[config.mk]
export PLATFORM = sky130hd
export DESIGN_NAME = pipe_hazard_ctrl_flat
export DESIGN_NICKNAME = d
export VERILOG_FILES = /design/src/rtl/pipe_hazard_ctrl_if.sv /design/src/rtl/pipe_hazard_ctrl.sv /design/src/flat_wrapper.sv
export SDC_FILE = /design/constraint.sdc
export NUM_CORES = 1
export LEC_CHECK = 0
export CORE_MARGIN = 10
export CORE_UTILIZATION = 37
export DETAILED_ROUTE_END_ITERATION = 6
export PLACE_DENSITY = 0.87
export SLEW_MARGIN = 20
export SYNTH_ARGS = -nofsm -noshare
export SYNTH_HDL_FRONTEND = slang
export SYNTH_SLANG_ARGS = --single-unit
export TNS_END_PERCENT = 1
[constraint.sdc]
create_clock -name clk_i -period 2.47 [get_ports clk_i]
set_input_delay 0.247 -clock clk_i [delete_from_list [all_inputs] [get_ports clk_i]]
set_output_delay 0.247 -clock clk_i [all_outputs]
set_load 0.01 [all_outputs]
[src/rtl/pipe_hazard_ctrl_if.sv]
// Pipeline-control bundle between the core datapath (master) and the hazard controller (slave).
interface pipe_hazard_ctrl_if;
    logic        exc_valid_i;
    logic [31:0] exc_vector_i;
    logic        dc_miss_i;
    logic        dc_ready_i;
    logic        ic_miss_i;
    logic        ic_ready_i;
    logic        br_taken_i;
    logic [31:0] br_target_i;
    logic [4:0]  dec_rs1_i;
    logic [4:0]  dec_rs2_i;
    logic [4:0]  ex_rd_i;
    logic        ex_is_load_i;
    logic        stall_core_o;
    logic        stall_front_o;
    logic        bubble_de_o;
    logic        flush_fd_o;
    logic        flush_de_o;
    logic        redirect_o;
    logic [31:0] redirect_pc_o;
    logic        ic_abort_o;
    logic        dc_abort_o;
    logic [31:0] stall_cnt_o;
    logic [31:0] flush_cnt_o;

    modport master (
        output exc_valid_i, exc_vector_i, dc_miss_i, dc_ready_i, ic_miss_i, ic_ready_i,
               br_taken_i, br_target_i, dec_rs1_i, dec_rs2_i, ex_rd_i, ex_is_load_i,
        input  stall_core_o, stall_front_o, bubble_de_o, flush_fd_o, flush_de_o,
               redirect_o, redirect_pc_o, ic_abort_o, dc_abort_o, stall_cnt_o, flush_cnt_o
    );

    modport slave (
        input  exc_valid_i, exc_vector_i, dc_miss_i, dc_ready_i, ic_miss_i, ic_ready_i,
               br_taken_i, br_target_i, dec_rs1_i, dec_rs2_i, ex_rd_i, ex_is_load_i,
        output stall_core_o, stall_front_o, bubble_de_o, flush_fd_o, flush_de_o,
               redirect_o, redirect_pc_o, ic_abort_o, dc_abort_o, stall_cnt_o, flush_cnt_o
    );
endinterface

[src/rtl/pipe_hazard_ctrl.sv]
// Central stall/flush controller: arbitrates exceptions, cache misses, branches and
// load-use hazards into per-cycle pipeline strobes, and counts stall/flush cycles.
module pipe_hazard_ctrl #(
    parameter int unsigned EXC_PENALTY = 2
) (
    input  logic              clk_i,
    input  logic              rsn_i,
    pipe_hazard_ctrl_if.slave bus
);

    typedef enum logic [1:0] {RUN, IC_WAIT, DC_WAIT, EXC} state_t;

    localparam logic [3:0] EXC_RELOAD = 4'(EXC_PENALTY - 1);

    state_t      state_q, state_d;
    logic [3:0]  excCnt_q, excCnt_d;
    logic [31:0] stallCnt_q, flushCnt_q;

    logic        stallCore, stallFront, bubbleDe, flushFd, flushDe;
    logic        redirect, icAbort, dcAbort;
    logic [31:0] redirectPc;
    logic        loadUse;

    assign loadUse = bus.ex_is_load_i && (bus.ex_rd_i != 5'd0) &&
                     ((bus.ex_rd_i == bus.dec_rs1_i) || (bus.ex_rd_i == bus.dec_rs2_i));

    always_ff @(posedge clk_i or negedge rsn_i) begin
        if (!rsn_i) begin
            state_q    <= RUN;
            excCnt_q   <= 4'd0;
            stallCnt_q <= 32'd0;
            flushCnt_q <= 32'd0;
        end else begin
            state_q    <= state_d;
            excCnt_q   <= excCnt_d;
            stallCnt_q <= stallCnt_q + {31'd0, (stallCore | stallFront)};
            flushCnt_q <= flushCnt_q + {31'd0, flushFd};
        end
    end

    // Fixed priority in every state: exception > D-miss > branch > I-miss > load-use.
    always_comb begin
        state_d    = state_q;
        excCnt_d   = excCnt_q;
        stallCore  = 1'b0;
        stallFront = 1'b0;
        bubbleDe   = 1'b0;
        flushFd    = 1'b0;
        flushDe    = 1'b0;
        redirect   = 1'b0;
        redirectPc = 32'd0;
        icAbort    = 1'b0;
        dcAbort    = 1'b0;

        if (bus.exc_valid_i) begin
            flushFd    = 1'b1;
            flushDe    = 1'b1;
            redirect   = 1'b1;
            redirectPc = bus.exc_vector_i;
            icAbort    = (state_q == IC_WAIT) || bus.ic_miss_i;
            dcAbort    = (state_q == DC_WAIT);
            excCnt_d   = EXC_RELOAD;
            state_d    = EXC;
        end else begin
            case (state_q)
                RUN: begin
                    if (bus.dc_miss_i) begin
                        stallCore = 1'b1;
                        state_d   = DC_WAIT;
                    end else if (bus.br_taken_i) begin
                        redirect   = 1'b1;
                        redirectPc = bus.br_target_i;
                        flushFd    = 1'b1;
                        flushDe    = 1'b1;
                        icAbort    = bus.ic_miss_i;
                    end else if (bus.ic_miss_i) begin
                        stallFront = 1'b1;
                        bubbleDe   = 1'b1;
                        state_d    = IC_WAIT;
                    end else if (loadUse) begin
                        stallFront = 1'b1;
                        bubbleDe   = 1'b1;
                    end
                end
                IC_WAIT: begin
                    if (bus.dc_miss_i) begin
                        stallCore = 1'b1;
                        state_d   = DC_WAIT;
                    end else if (bus.br_taken_i) begin
                        redirect   = 1'b1;
                        redirectPc = bus.br_target_i;
                        flushFd    = 1'b1;
                        flushDe    = 1'b1;
                        icAbort    = 1'b1;
                        state_d    = RUN;
                    end else if (bus.ic_ready_i) begin
                        state_d = RUN;
                    end else begin
                        stallFront = 1'b1;
                        bubbleDe   = 1'b1;
                    end
                end
                DC_WAIT: begin
                    if (bus.dc_ready_i) begin
                        state_d = RUN;
                    end else begin
                        stallCore = 1'b1;
                    end
                end
                EXC: begin
                    flushFd = 1'b1;
                    if (excCnt_q == 4'd0) begin
                        state_d = RUN;
                    end else begin
                        excCnt_d = excCnt_q - 4'd1;
                    end
                end
                default: state_d = RUN;
            endcase
        end
    end

    // Strobes are Mealy, so they are gated with reset to drop instantly, clock or not.
    assign bus.stall_core_o  = rsn_i & stallCore;
    assign bus.stall_front_o = rsn_i & stallFront;
    assign bus.bubble_de_o   = rsn_i & bubbleDe;
    assign bus.flush_fd_o    = rsn_i & flushFd;
    assign bus.flush_de_o    = rsn_i & flushDe;
    assign bus.redirect_o    = rsn_i & redirect;
    assign bus.redirect_pc_o = rsn_i ? redirectPc : 32'd0;
    assign bus.ic_abort_o    = rsn_i & icAbort;
    assign bus.dc_abort_o    = rsn_i & dcAbort;
    assign bus.stall_cnt_o   = stallCnt_q;
    assign bus.flush_cnt_o   = flushCnt_q;

endmodule
[src/flat_wrapper.sv]
// flat-port wrapper written by rule: the top's interface ports become plain ports
module pipe_hazard_ctrl_flat 
#(
    parameter int unsigned EXC_PENALTY = 2
)
  (clk_i, rsn_i, bus_exc_valid_i, bus_exc_vector_i, bus_dc_miss_i, bus_dc_ready_i, bus_ic_miss_i, bus_ic_ready_i, bus_br_taken_i, bus_br_target_i, bus_dec_rs1_i, bus_dec_rs2_i, bus_ex_rd_i, bus_ex_is_load_i, bus_stall_core_o, bus_stall_front_o, bus_bubble_de_o, bus_flush_fd_o, bus_flush_de_o, bus_redirect_o, bus_redirect_pc_o, bus_ic_abort_o, bus_dc_abort_o, bus_stall_cnt_o, bus_flush_cnt_o);
  pipe_hazard_ctrl_if bus_i ();
  input  logic clk_i;
  input  logic rsn_i;
  input wire logic [$bits(bus_i.exc_valid_i)-1:0] bus_exc_valid_i;
  input wire logic [$bits(bus_i.exc_vector_i)-1:0] bus_exc_vector_i;
  input wire logic [$bits(bus_i.dc_miss_i)-1:0] bus_dc_miss_i;
  input wire logic [$bits(bus_i.dc_ready_i)-1:0] bus_dc_ready_i;
  input wire logic [$bits(bus_i.ic_miss_i)-1:0] bus_ic_miss_i;
  input wire logic [$bits(bus_i.ic_ready_i)-1:0] bus_ic_ready_i;
  input wire logic [$bits(bus_i.br_taken_i)-1:0] bus_br_taken_i;
  input wire logic [$bits(bus_i.br_target_i)-1:0] bus_br_target_i;
  input wire logic [$bits(bus_i.dec_rs1_i)-1:0] bus_dec_rs1_i;
  input wire logic [$bits(bus_i.dec_rs2_i)-1:0] bus_dec_rs2_i;
  input wire logic [$bits(bus_i.ex_rd_i)-1:0] bus_ex_rd_i;
  input wire logic [$bits(bus_i.ex_is_load_i)-1:0] bus_ex_is_load_i;
  output wire logic [$bits(bus_i.stall_core_o)-1:0] bus_stall_core_o;
  output wire logic [$bits(bus_i.stall_front_o)-1:0] bus_stall_front_o;
  output wire logic [$bits(bus_i.bubble_de_o)-1:0] bus_bubble_de_o;
  output wire logic [$bits(bus_i.flush_fd_o)-1:0] bus_flush_fd_o;
  output wire logic [$bits(bus_i.flush_de_o)-1:0] bus_flush_de_o;
  output wire logic [$bits(bus_i.redirect_o)-1:0] bus_redirect_o;
  output wire logic [$bits(bus_i.redirect_pc_o)-1:0] bus_redirect_pc_o;
  output wire logic [$bits(bus_i.ic_abort_o)-1:0] bus_ic_abort_o;
  output wire logic [$bits(bus_i.dc_abort_o)-1:0] bus_dc_abort_o;
  output wire logic [$bits(bus_i.stall_cnt_o)-1:0] bus_stall_cnt_o;
  output wire logic [$bits(bus_i.flush_cnt_o)-1:0] bus_flush_cnt_o;
  assign bus_i.exc_valid_i = bus_exc_valid_i;
  assign bus_i.exc_vector_i = bus_exc_vector_i;
  assign bus_i.dc_miss_i = bus_dc_miss_i;
  assign bus_i.dc_ready_i = bus_dc_ready_i;
  assign bus_i.ic_miss_i = bus_ic_miss_i;
  assign bus_i.ic_ready_i = bus_ic_ready_i;
  assign bus_i.br_taken_i = bus_br_taken_i;
  assign bus_i.br_target_i = bus_br_target_i;
  assign bus_i.dec_rs1_i = bus_dec_rs1_i;
  assign bus_i.dec_rs2_i = bus_dec_rs2_i;
  assign bus_i.ex_rd_i = bus_ex_rd_i;
  assign bus_i.ex_is_load_i = bus_ex_is_load_i;
  assign bus_stall_core_o = bus_i.stall_core_o;
  assign bus_stall_front_o = bus_i.stall_front_o;
  assign bus_bubble_de_o = bus_i.bubble_de_o;
  assign bus_flush_fd_o = bus_i.flush_fd_o;
  assign bus_flush_de_o = bus_i.flush_de_o;
  assign bus_redirect_o = bus_i.redirect_o;
  assign bus_redirect_pc_o = bus_i.redirect_pc_o;
  assign bus_ic_abort_o = bus_i.ic_abort_o;
  assign bus_dc_abort_o = bus_i.dc_abort_o;
  assign bus_stall_cnt_o = bus_i.stall_cnt_o;
  assign bus_flush_cnt_o = bus_i.flush_cnt_o;
  pipe_hazard_ctrl #(.EXC_PENALTY(EXC_PENALTY)) u_core (.clk_i(clk_i), .rsn_i(rsn_i), .bus(bus_i));
endmodule
# Word-level counts from Yosys, hierarchy flattened
# Cells that the tools add are included.
# word_totals
out_inout_bits	104
in_bits	88
elab_cells	78
reg_bits	70
# classes
muxes	42
n_bitwise	7
addsub	3
eq_ne	11
n_reduce_logical	11
# ops
operator	n
$mux W32	5
$add A32 B1 Y32	2
$mux W1	20
$mux W2	9
$mux W4	3
$eq A5 B5 Y1	2
$ne A4 B4 Y1 const B	2
$pmux W1 S2	4
$pmux W2 S4	1
$and A1 B1 Y1	6
$ne A5 B5 Y1 const B	1
$reduce_and A5 Y1	1
$reduce_bool A5 Y1	1
$eq A2 B2 Y1 const B	2
$logic_not A4 Y1	1
$sub A4 B1 Y4 const B	1
$ne A3 B2 Y1 const B	1
$ne A3 B3 Y1 const B	1
$eq A2 B1 Y1 const B	1
$logic_and A1 B1 Y1	2
$logic_not A2 Y1	1
$logic_or A1 B1 Y1	2
$ne A2 B2 Y1 const B	1
$reduce_and A2 Y1	1
3 further kinds	3

# Logic depth before layout (Yosys ltp)
# Gate-level depths: netlist (run 1).
# logic_depth
ltp_word	11
ltp_mapped	11

# Worst setup path before layout (run 1)
# Ideal clock, no wire load.
# synth_path
path_type	register to register
start	register u_core.state_q[1]
end	register u_core.stallCnt_q[22] (netlist: u_core.bus.stall_cnt_o[22])
stages_incl_launch_ff	12
arrival_time_ns	2.326
setup_time_ns	0.079
path_slack_ns	0.065
period_less_slack_ns	2.405
cell_sequence	dfrtp_1 > clkbuf_1 > or3b_1 > a21oi_1 > a21oi_1 > o21ai_0 > ha_1 > ha_1 > clkbuf_1 > nand3_2 > nor3_1 > xor2_1
# synth_between
elab_chain_len	6
word_cells_on_any_way	10
# synth_rtl
element	line_no	rtl
start: declaration	pipe_hazard_ctrl.sv:15	state_t state_q, state_d;
start signal: assignment	pipe_hazard_ctrl.sv:34	state_q <= state_d;
$eq A2 B1 Y1 or $logic_not A2 Y1 (tied branches)	pipe_hazard_ctrl.sv:65	case (state_q)
$reduce_or A2 Y1 (no line)	--	
$pmux W1 S2	pipe_hazard_ctrl.sv:65	
$mux W1	pipe_hazard_ctrl.sv:55	if (bus.exc_valid_i) begin
$or A1 B1 Y1 (*)	pipe_hazard_ctrl.sv:36	stallCnt_q <= stallCnt_q + {31'd0, (stallCore | stallFront)};
$add A32 B1 Y32 (*)	pipe_hazard_ctrl.sv:36	
end signal: assignment	pipe_hazard_ctrl.sv:36	
end: declaration	pipe_hazard_ctrl.sv:17	logic [31:0] stallCnt_q, flushCnt_q;
# Every way passes the cells marked *; elsewhere a longest branch is shown, timed or not.
# A chain may end at the register's enable or synchronous reset.

# Worst setup path after layout (run 1)
# layout_path
start	input port bus_ex_rd_i[2]
end	register u_core.stallCnt_q[31] (netlist: u_core.bus.stall_cnt_o[31])
# layout_between
elab_chain_len	11
word_cells_on_any_way	14
# layout_rtl
element	line_no	rtl
start: declaration	flat_wrapper.sv:20	input wire logic [$bits(bus_i.ex_rd_i)-1:0] bus_ex_rd_i;
$eq A5 B5 Y1 or $reduce_bool A5 Y1 (tied branches)	pipe_hazard_ctrl.sv:25, pipe_hazard_ctrl.sv:24	
$logic_or A1 B1 Y1 or $logic_and A1 B1 Y1 (tied branches)	pipe_hazard_ctrl.sv:25, pipe_hazard_ctrl.sv:24	
$logic_and A1 B1 Y1 (*)	pipe_hazard_ctrl.sv:24	assign loadUse = bus.ex_is_load_i && (bus.ex_rd_i != 5'd0) &&
$mux W1 (*)	pipe_hazard_ctrl.sv:80	end else if (loadUse) begin
$mux W1 (*)	pipe_hazard_ctrl.sv:76	end else if (bus.ic_miss_i) begin
$mux W1 (*)	pipe_hazard_ctrl.sv:70	end else if (bus.br_taken_i) begin
$mux W1 (*)	pipe_hazard_ctrl.sv:67	if (bus.dc_miss_i) begin
$pmux W1 S2 (*)	pipe_hazard_ctrl.sv:65	
$mux W1 (*)	pipe_hazard_ctrl.sv:55	
$or A1 B1 Y1 (*)	pipe_hazard_ctrl.sv:36	
$add A32 B1 Y32 (*)	pipe_hazard_ctrl.sv:36	
# Marks and branches as above.

==> results.toml, run 1 <==
[synthesis]
ys.flop_type = "dfrtp_1"
synth_warnings = 0
syn_inst = 363
ys_seq_area_frac = 0.454
synth_cell_types = 42
synth_area_mm2 = 0.00386
async_flop_share = 1.00
ys_seq_elements = 70
syn_nets = 457
synth_edf_count = 0
avgSynthCellArea_um2 = 10.6

[place]
dpl.hpwl_mm = 10.8
portBuffers = 191
place.gp.congestion = 0.859
placedCellCount = 692

[finish]
diodes = 0
multi_input_area_mm2 = 0.00208
layout-area-overhead-vs-synth_pct = 63.5
fillers = 839
fin_cells = 709
final_core_util = 0.616
seqCellArea_mm2 = 0.00175
nets = 662
drive_above_1_share = 0.108

[route]
viasPerCell = 5.12
vias = 3632
postRouteAntennaNets = 0
routedWlPerCell_um = 18.7
wirelength_mm = 13.3
drt_iter0_markers = 212
drc = 0
firstDrtPassIters = 6

[sta]
maxSlewViolCount = 0
rsz0062_at_grt = "true"
fin_skew_ns = 0.0125
setup_viol = 0
tightest_slew_ns = 0.717
fmax_mhz = 415
relSlewSlack = 0.518
hold_violations = 0
fin_tns_setup_ns = 0
period_minus_slack_ns = 2.41
fin_crit_sh = 0.977

[outcome]
outcome = "completed"

[critical_path]
r2r_cells = 10
cp_max_fo = 5
reg2reg_to = "u_core.bus.stall_cnt_o[31]"
required_ns = 2.74
endpoint_kind = "flop"
cp-start-kind = "primary input"
critPathKind = "primary input to flop"
r2r_slack_ns = 0.09
worstReg2RegStart = "u_core.state_q[0]"
arrival_ns = 2.68

[clock_tree]
clk_latency_ns = 0.34
cts_buffers = 9
cts_tree = "done"
cts_max_path_buffers = 2
cts_root_buf = "clkbuf_8"
h-tree-depth = 3
cts_sinks = 70
clk_pin_slew_worst_paths_ns = 0.08
postCtsSetupRepairBufs = 0

[power]
irDropWorstVdd_mv = 0.312
leakage_nw = 2.83
cellPowerDensity_mw_per_mm2 = 573

[floorplan]
row_count = 37
die_y_um = 122
start_util = 0.377
die_x_um = 122
core-area_mm2 = 0.0102
dieArea_mm2 = 0.0149
ioPinCount = 192

[flow_run]
max_cap_viol_count = 0

[hold_path]
hold_start = "bus_exc_valid_i"
holdPathEnd = "u_core.excCnt_q[2]"
hold_class = "primary input to flop"
hold_depth = 3

[global_routing]
grt_overflow = 0
grt_max_degree = 56
grt_antenna_before_repair = 0
grt_first_pass_wirelength_mm = 20.4
grt_usage = 0.171
grt_pass1_vias = 3797
==> flip-flops by register name, summed over array words and instances, names as in the netlist <==
signal                  count
u_core.bus.flush_cnt_o     32
u_core.state_q              2
u_core.bus.stall_cnt_o     32
u_core.excCnt_q             4
==> power breakdown <==
part	leakage, nW	switching (W)	internal (W)	total (W)
Sequential	0.930	0.000164	0.00128	0.00144
Clock	0.118	0.000436	0.000676	0.00111
Combinational	1.78	0.000482	0.000577	0.00106
Total	2.83	0.00108	0.00253	0.00361
==> timing repair <==
| item | CTS | global route |
|---|---|---|
| hold buffers | 1 | 0 |
| pin swaps | 0 | 1 |
| setup endpoints to repair | 34 | 18 |
| endpoints found under the hold margin | 15 | 0 |
| resized for setup | 35 | 16 |
==> cell usage in the layout, fill, tap and decap left out, types with 5 or more instances in the layout <==
cell type,synthesis,routed
and3_1,8,8
dlygate4sd2_1,0,34
nor3_1,15,10
and4_1,9,8
buf_4,4,16
ha_1,6,5
and2_1,5,5
nand3_1,21,21
nor4_4,2,5
xnor2_1,41,41
nor2_1,16,16
inv_1,9,9
dfrtp_1,70,70
nand2b_1,5,5
clkbuf_8,0,9
nor3_2,1,5
nand2_1,22,22
clkdlybuf4s50_1,0,155
xor2_1,31,31
nand4_1,16,16
a22o_1,32,32
==> cell families after synthesis <==
logic type	Yosys count	synth area share
AND/OR/NAND/NOR	141	0.232
XOR/XNOR	72	0.163
flip-flops	70	0.454
AO/OA/AOI/OAI	49	0.0993
buffers and inverters	25	0.0315
adder cells (fa/ha/maj)	6	0.0195
==> metal layers <==
layer	wire (µm)	vias up	share of wire	GRT usage
li1	-	1718	-	-
met1	4640	1736	0.35	0.177
met2	6700	155	0.51	0.293
met3	1490	23	0.11	0.0819
met4	431	0	0.033	0.0729
met5	0	-	0	0
==> Yosys cell counts (4+ instances only) <==
master	instances	area [µm²]
nand4_1	16	100
dfrtp_1	70	1750
and3_1	8	50.1
a22o_1	32	280
nand3_1	21	105
xnor2_1	41	359
ha_1	6	75.1
inv_1	9	33.8
nand2_1	22	82.6
nand2b_1	5	31.3
and2_1	5	31.3
nor4_2	6	75.1
buf_4	4	30.0
nand3_2	4	40.0
clkbuf_1	7	26.3
a21oi_1	6	30.0
buf_2	4	20.0
and4_1	9	78.8
xor2_1	31	272
nor2_1	16	60.1
nor3_1	15	75.1
==> critical path, cell delays in order <==
cell and delay, ns:
clkdlybuf4s50_1 0.48, xor2_1 0.19, nor3_1 0.20, a22oi_1 0.15, o21ai_1 0.16, buf_4 0.13
ha_2 0.19, and4_4 0.25, nand4_4 0.17, nor4_4 0.34, xor2_1 0.16
==> stage by stage <==
| stage | cell area (µm²) | worst slack (ns) | power (W) | hold WS [ns] |
|---|---|---|---|---|
| after floorplan | 3860 | 0.0646 | 0.00189 | -0.0486 |
| after global placement | 6010 | -0.161 | 0.00251 | 0.299 |
| after detailed placement | 6010 | -0.246 | 0.00255 | 0.312 |
| after CTS | 6220 | 0.0772 | 0.00365 | 0.464 |
| after global routing | 6310 | -0.0385 | 0.00381 | 0.458 |
| final | 6310 | 0.0576 | 0.00361 | 0.429 |
==> layout make-up <==
type / instances / area share
clock buffers: 11 / 0.0208
clock inverters: 5 / 0.0171
flip-flops and latches: 70 / 0.278
well taps: 136 / 0.0270
multi-input cells: 268 / 0.329
repair buffers: 210 / 0.323
inverters: 9 / 0.00536
==> how the worst max path moves through the flow <==
| stage | from | end | cells past startpoint |
|---|---|---|---|
| floorplan | u_core.state_q[1] | u_core.bus.stall_cnt_o[22] | 11 |
| global placement | bus_ex_rd_i[2] | u_core.bus.stall_cnt_o[23] | 11 |
| detailed placement | bus_ex_rd_i[2] | u_core.bus.stall_cnt_o[29] | 11 |
| CTS | u_core.state_q[1] | u_core.bus.stall_cnt_o[29] | 10 |
| global route | u_core.state_q[1] | u_core.bus.stall_cnt_o[31] | 10 |
| finish | bus_ex_rd_i[2] | u_core.bus.stall_cnt_o[31] | 11 |
Note: power is estimated with default switching activity, not from simulation.
==> inputs of run 2 (changes only) <==
REMOVE_ABC_BUFFERS = 1   (was unset)
==> run 2 against run 1 <==
  * Count of clock-buffer cells in the layout fell by 1
  * Sequential cell count did not move
  * Global-route usage rose by 0.65 points
  * Sequential share of layout area rose by 0.17 points
  * Maximum frequency rose by 0.76%
==> results.toml, run 2 (synthesis results as in run 1) <==
[outcome]
outcome = "completed"

[power]
cellPowerDensity_mw_per_mm2 = 547
leakage_nw = 2.76
swShare = 0.313
clkPwrFrac = 0.267
p_int_w = 0.00236
p_switching_w = 0.00108
p_seq_frac = 0.425
p_total_w = 0.00343
irDropWorstVdd_mv = 0.279
power_frac_comb = 0.308

[sta]
relSlewSlack = 0.521
setup_viol = 0
period_minus_slack_ns = 2.39
fin_skew_ns = 0.00953
fmax_mhz = 418
fin_crit_sh = 0.969
tightest_slew_ns = 0.714
hold_violations = 0
maxSlewViolCount = 0
fin_tns_setup_ns = 0

[global_routing]
grt_max_degree = 53
grt_overflow = 0
grt_antenna_before_repair = 0
grt_usage = 0.178
grt_first_pass_wirelength_mm = 21.1
grt_pass1_vias = 3887

[floorplan]
core-area_mm2 = 0.0102
dieArea_mm2 = 0.0149
start_util = 0.377
ioPinCount = 192
die_x_um = 122
die_y_um = 122
row_count = 37

[finish]
layout_common_cells = "clkdlybuf4s50_1, dfrtp_1, xnor2_1"
layout-area-overhead-vs-synth_pct = 62.6
final_common_cell = "clkdlybuf4s50_1"
diodes = 0
fillers = 835
fin_cells = 708
design_area_mm2 = 0.00627
drive_above_1_share = 0.107
nets = 662

[place]
placedCellCount = 692
place.gp.congestion = 0.847
dpl_cell_area_mm2 = 0.00602
portBuffers = 191
dpl.hpwl_mm = 11.2

[critical_path]
required_ns = 2.22
cp_max_fo = 32
arrival_ns = 2.15
cp-start-kind = "flop"
endpoint_kind = "output port"
r2r_cells = 9
critPathKind = "flop to output port"

[route]
drt_iter0_markers = 189
firstDrtPassIters = 4
wirelength_mm = 13.5
drc = 0
vias = 3666
postRouteAntennaNets = 0
viasPerCell = 5.18
routedWlPerCell_um = 19.1

[clock_tree]
cts_sinks = 70
clk_pin_slew_worst_paths_ns = 0.07
cts_tree = "done"
cts_max_path_buffers = 2
cts_root_buf = "clkbuf_8"
h-tree-depth = 3
clk_latency_ns = 0.34
cts_buffers = 9

[hold_path]
hold_class = "flop to flop"
hold_depth = 1

[flow_run]
max_cap_viol_count = 0
==> run 2: power groups by stage <==
stage	logic (W)	clock network [W]	registers, W
floorplan	0.000391	0	0.00148
global placement	0.00104	0	0.00147
detailed placement	0.00107	0	0.00148
CTS	0.00108	0.000941	0.00146
global route	0.00116	0.000981	0.00148
finish	0.00106	0.000917	0.00146
==> run 2: per-stage QoR <==
| stage | hold slack [ns] | util | setup WS, ns |
|---|---|---|---|
| finish | 0.473 | 0.613 | 0.0759 |
| global route | 0.500 | 0.613 | -0.0190 |
| CTS | 0.476 | 0.608 | 0.0182 |
| detailed placement | 0.341 | 0.588 | -0.179 |
| global placement | 0.332 | 0.588 | -0.0622 |
| floorplan | -0.0486 | - | 0.241 |
==> run 2: worst max-delay path: stages (launching register included) <==
cell and delay, ns:
dfrtp_2 0.46, nor2_1 0.14, nand2_1 0.13, nor3_4 0.17, buf_12 0.21, a22o_1 0.14, clkdlybuf4s50_1 0.57
==> run 2: path summary, 6_finish.rpt <==
check	from	end	slack, ns
worst max-delay path	u_core.state_q[1]	bus_redirect_pc_o[17]	0.08
worst min-delay path	u_core.bus.flush_cnt_o[31]	u_core.bus.flush_cnt_o[31]	0.47
worst max register to register	u_core.state_q[1]	u_core.bus.stall_cnt_o[29]	0.17
worst min register to register	u_core.bus.flush_cnt_o[31]	u_core.bus.flush_cnt_o[31]	0.47
max in group asynchronous	rsn_i	u_core.bus.flush_cnt_o[21]	1.07
min in group asynchronous	rsn_i	u_core.bus.stall_cnt_o[0]	0.51
==> run 2: layout make-up <==
cell class / count / area (µm²) / share of cell area
Multi-Input combinational cell: 268 / 2030 / 0.324
Clock inverter: 5 / 58.8 / 0.00937
Tap cell: 136 / 170 / 0.0271
Inverter: 9 / 33.8 / 0.00538
Clock buffer: 10 / 138 / 0.0219
Sequential cell: 70 / 1750 / 0.279
Timing Repair Buffer: 210 / 2090 / 0.333
==> run 2: layer usage <==
metal / vias to the layer above / global-route usage / part of all wire
met1: 1782 / 0.174 / 0.35
met3: 22 / 0.0680 / 0.090
met4: 0 / 0.0736 / 0.029
met5: - / 0 / 0
met2: 147 / 0.328 / 0.53
li1: 1715 / - / -
==> run 2: timing repair <==
| item | 4_1_cts | 5_1_grt |
|---|---|---|
| setup endpoints to repair | 16 | 34 |
| hold buffers | 1 | 0 |
| hold endpoints to repair | 18 | 0 |
| setup buffers | 0 | 0 |
| resized for setup | 15 | 14 |
==> inputs of run 3 (changes only) <==
GPL_TIMING_DRIVEN = 0   (was unset)
MAX_ROUTING_LAYER = met4   (was unset)
==> run 3 against run 2 <==
  * Register-to-register slack worse by 0.14 ns
  * Maximum frequency fell by 2.0%
  * Via count down 1.7%
  * Clock power up 1%
  * Power shrank 0.32%
  * Cell count fell by 1.6%
  * Sequential share of layout area rose by 0.17 points
  * First-iteration DRC count increased by 12%
==> results.toml, run 3 (synthesis results as in run 1) <==
[global_routing]
grt_overflow = 0
grt_antenna_before_repair = 0
grt_first_pass_wirelength_mm = 20.4
grt_max_degree = 50
grt_pass1_vias = 3732
busiest_layer = "met2"
grt_use_met3 = 0.0472
grt_usage = 0.180
grt.met1_usage = 0.191
met2_usage = 0.309

[critical_path]
critical_path_buf_inv_count = 0
cp_top_family = "simple AND/OR/NAND/NOR gates"
path_common_cell = "a21oi_1"
cp_slowest_cell = "dfrtp_2"
endpoint_kind = "flop"
required_ns = 2.75
cp_max_fo = 9
crit_chain = "or3b_1 -> a21oi_1 -> a21oi_1 -> o21ai_1 -> ha_2 -> and4_4 -> nand4_4 -> nor4_4 -> xor2_1"
critPathKind = "flop to flop"
worstReg2RegStart = "u_core.state_q[0]"
cp-start-kind = "flop"
critPathMaxStageDelay_ns = 0.46
critPathLaunch = "u_core.state_q[0]"
arrival_ns = 2.73

[floorplan]
die_x_um = 122
core-area_mm2 = 0.0102
start_util = 0.377
die_y_um = 122
dieArea_mm2 = 0.0149
ioPinCount = 192
row_count = 37

[clock_tree]
clk_pin_slew_worst_paths_ns = 0.09
cts_sinks = 70
cts_max_path_buffers = 2
cts_tree = "done"
h-tree-depth = 3
clk_latency_ns = 0.35
cts_buffers = 9
cts_root_buf = "clkbuf_8"

[sta]
fin_skew_ns = 0.0146
relSlewSlack = 0.372
fmax_mhz = 409
rsz0062_at_grt = "true"
tightest_slew_ns = 0.939
period_minus_slack_ns = 2.44
hold_violations = 0
setup_viol = 0
fin_crit_sh = 0.989
maxSlewViolCount = 0
fin_ws_ns = 0.0262

[finish]
layout_common_cells = "clkdlybuf4s50_1, dfrtp_1, xnor2_1"
seqCellArea_mm2 = 0.00175
layout-area-overhead-vs-synth_pct = 61.8
final_core_util = 0.610
drive_above_1_share = 0.0998
multi_input_area_mm2 = 0.00208
diodes = 0
final_common_cell = "clkdlybuf4s50_1"
fin_cells = 697
nets = 650
fillers = 840

[place]
dpl.hpwl_mm = 10.7
portBuffers = 191
preCtsSetupSlack_ns = -0.649
place.gp.congestion = 0.858
placedCellCount = 676

[route]
postRouteAntennaNets = 0
routedWlPerCell_um = 19.3
viasPerCell = 5.17
wirelength_mm = 13.4
drt_iter0_markers = 211
vias = 3604
drc = 0
firstDrtPassIters = 6

[outcome]
outcome = "completed"

[flow_run]
max_cap_viol_count = 0

[power]
cellPowerDensity_mw_per_mm2 = 549
irDropWorstVdd_mv = 0.332
leakage_nw = 2.84

[hold_path]
hold_class = "primary input to async pin"
## run 3: changes by cell type in the layout (fill, tap and decap cells not counted), sizes merged
| cell | before | now |
|---|---|---|
| clkinv | 1 | 3 |
| dlymetal6s2s | 5 | 10 |
| buf | 19 | 7 |
| clkdlybuf4s50 | 172 | 155 |
| dlygate4sd2 | 13 | 25 |
| clkbuf | 10 | 9 |
## run 3: timing repair
action                                 4_1_cts  5_1_grt
setup endpoints to repair                   49       35
gates resized for setup                     34       23
pin swaps                                    2        3
endpoints found under the hold margin       21        0
setup buffers                                1        2
hold buffers                                 2        0
## run 3: stage by stage
stage	hold slack, ns	setup TNS, ns	instance area [µm²]	total power, W
2_1_floorplan	-0.0486	0	3770	0.00188
3_3_place_gp	0.458	-231.65	5850	0.00244
3_5_place_dp	0.166	-31.41	5900	0.00249
4_1_cts	0.0238	-0.0247	6140	0.00343
5_1_grt	0.0327	-0.548	6240	0.00361
6_report	0.0295	0	6240	0.00342
## run 3: tightest hold or removal path: stages
cell,delay (ns)
buf_4,0.13
buf_16,0.14
buf_16,0.24
## run 3: metal layers
metal / up-vias / part of all wire
li1: 1697 / -
met3: 22 / 0.071
met4: 0 / 0.032
met5: - / 0
met1: 1721 / 0.38
met2: 164 / 0.52
## run 3: worst paths after layout
path / end / slack, ns / cells past startpoint
max: u_core.bus.stall_cnt_o[31] / 0.03 / 9
min: u_core.bus.flush_cnt_o[27] / 0.03 / 3
max reg2reg: u_core.bus.stall_cnt_o[31] / 0.03 / 9
min reg2reg: u_core.bus.stall_cnt_o[31] / 0.47 / 1
max in group asynchronous: u_core.bus.flush_cnt_o[17] / 1.24 / 2
min in group clk_i: u_core.bus.stall_cnt_o[31] / 0.47 / 1
## run 3: layout make-up
class	instances	share of cell area
Clock buffer	9	0.0198
Inverter	9	0.00541
Timing Repair Buffer	198	0.322
Tap cell	136	0.0273
Multi-Input combinational cell	268	0.333
Sequential cell	70	0.281
Clock inverter	7	0.0116
## run 3: where the power goes
group	internal, W	total (W)	switching [W]
Clock	0.000468	0.000927	0.000459
Sequential	0.00128	0.00148	0.000193
Combinational	0.000558	0.00102	0.000464
Total	0.00231	0.00342	0.00112
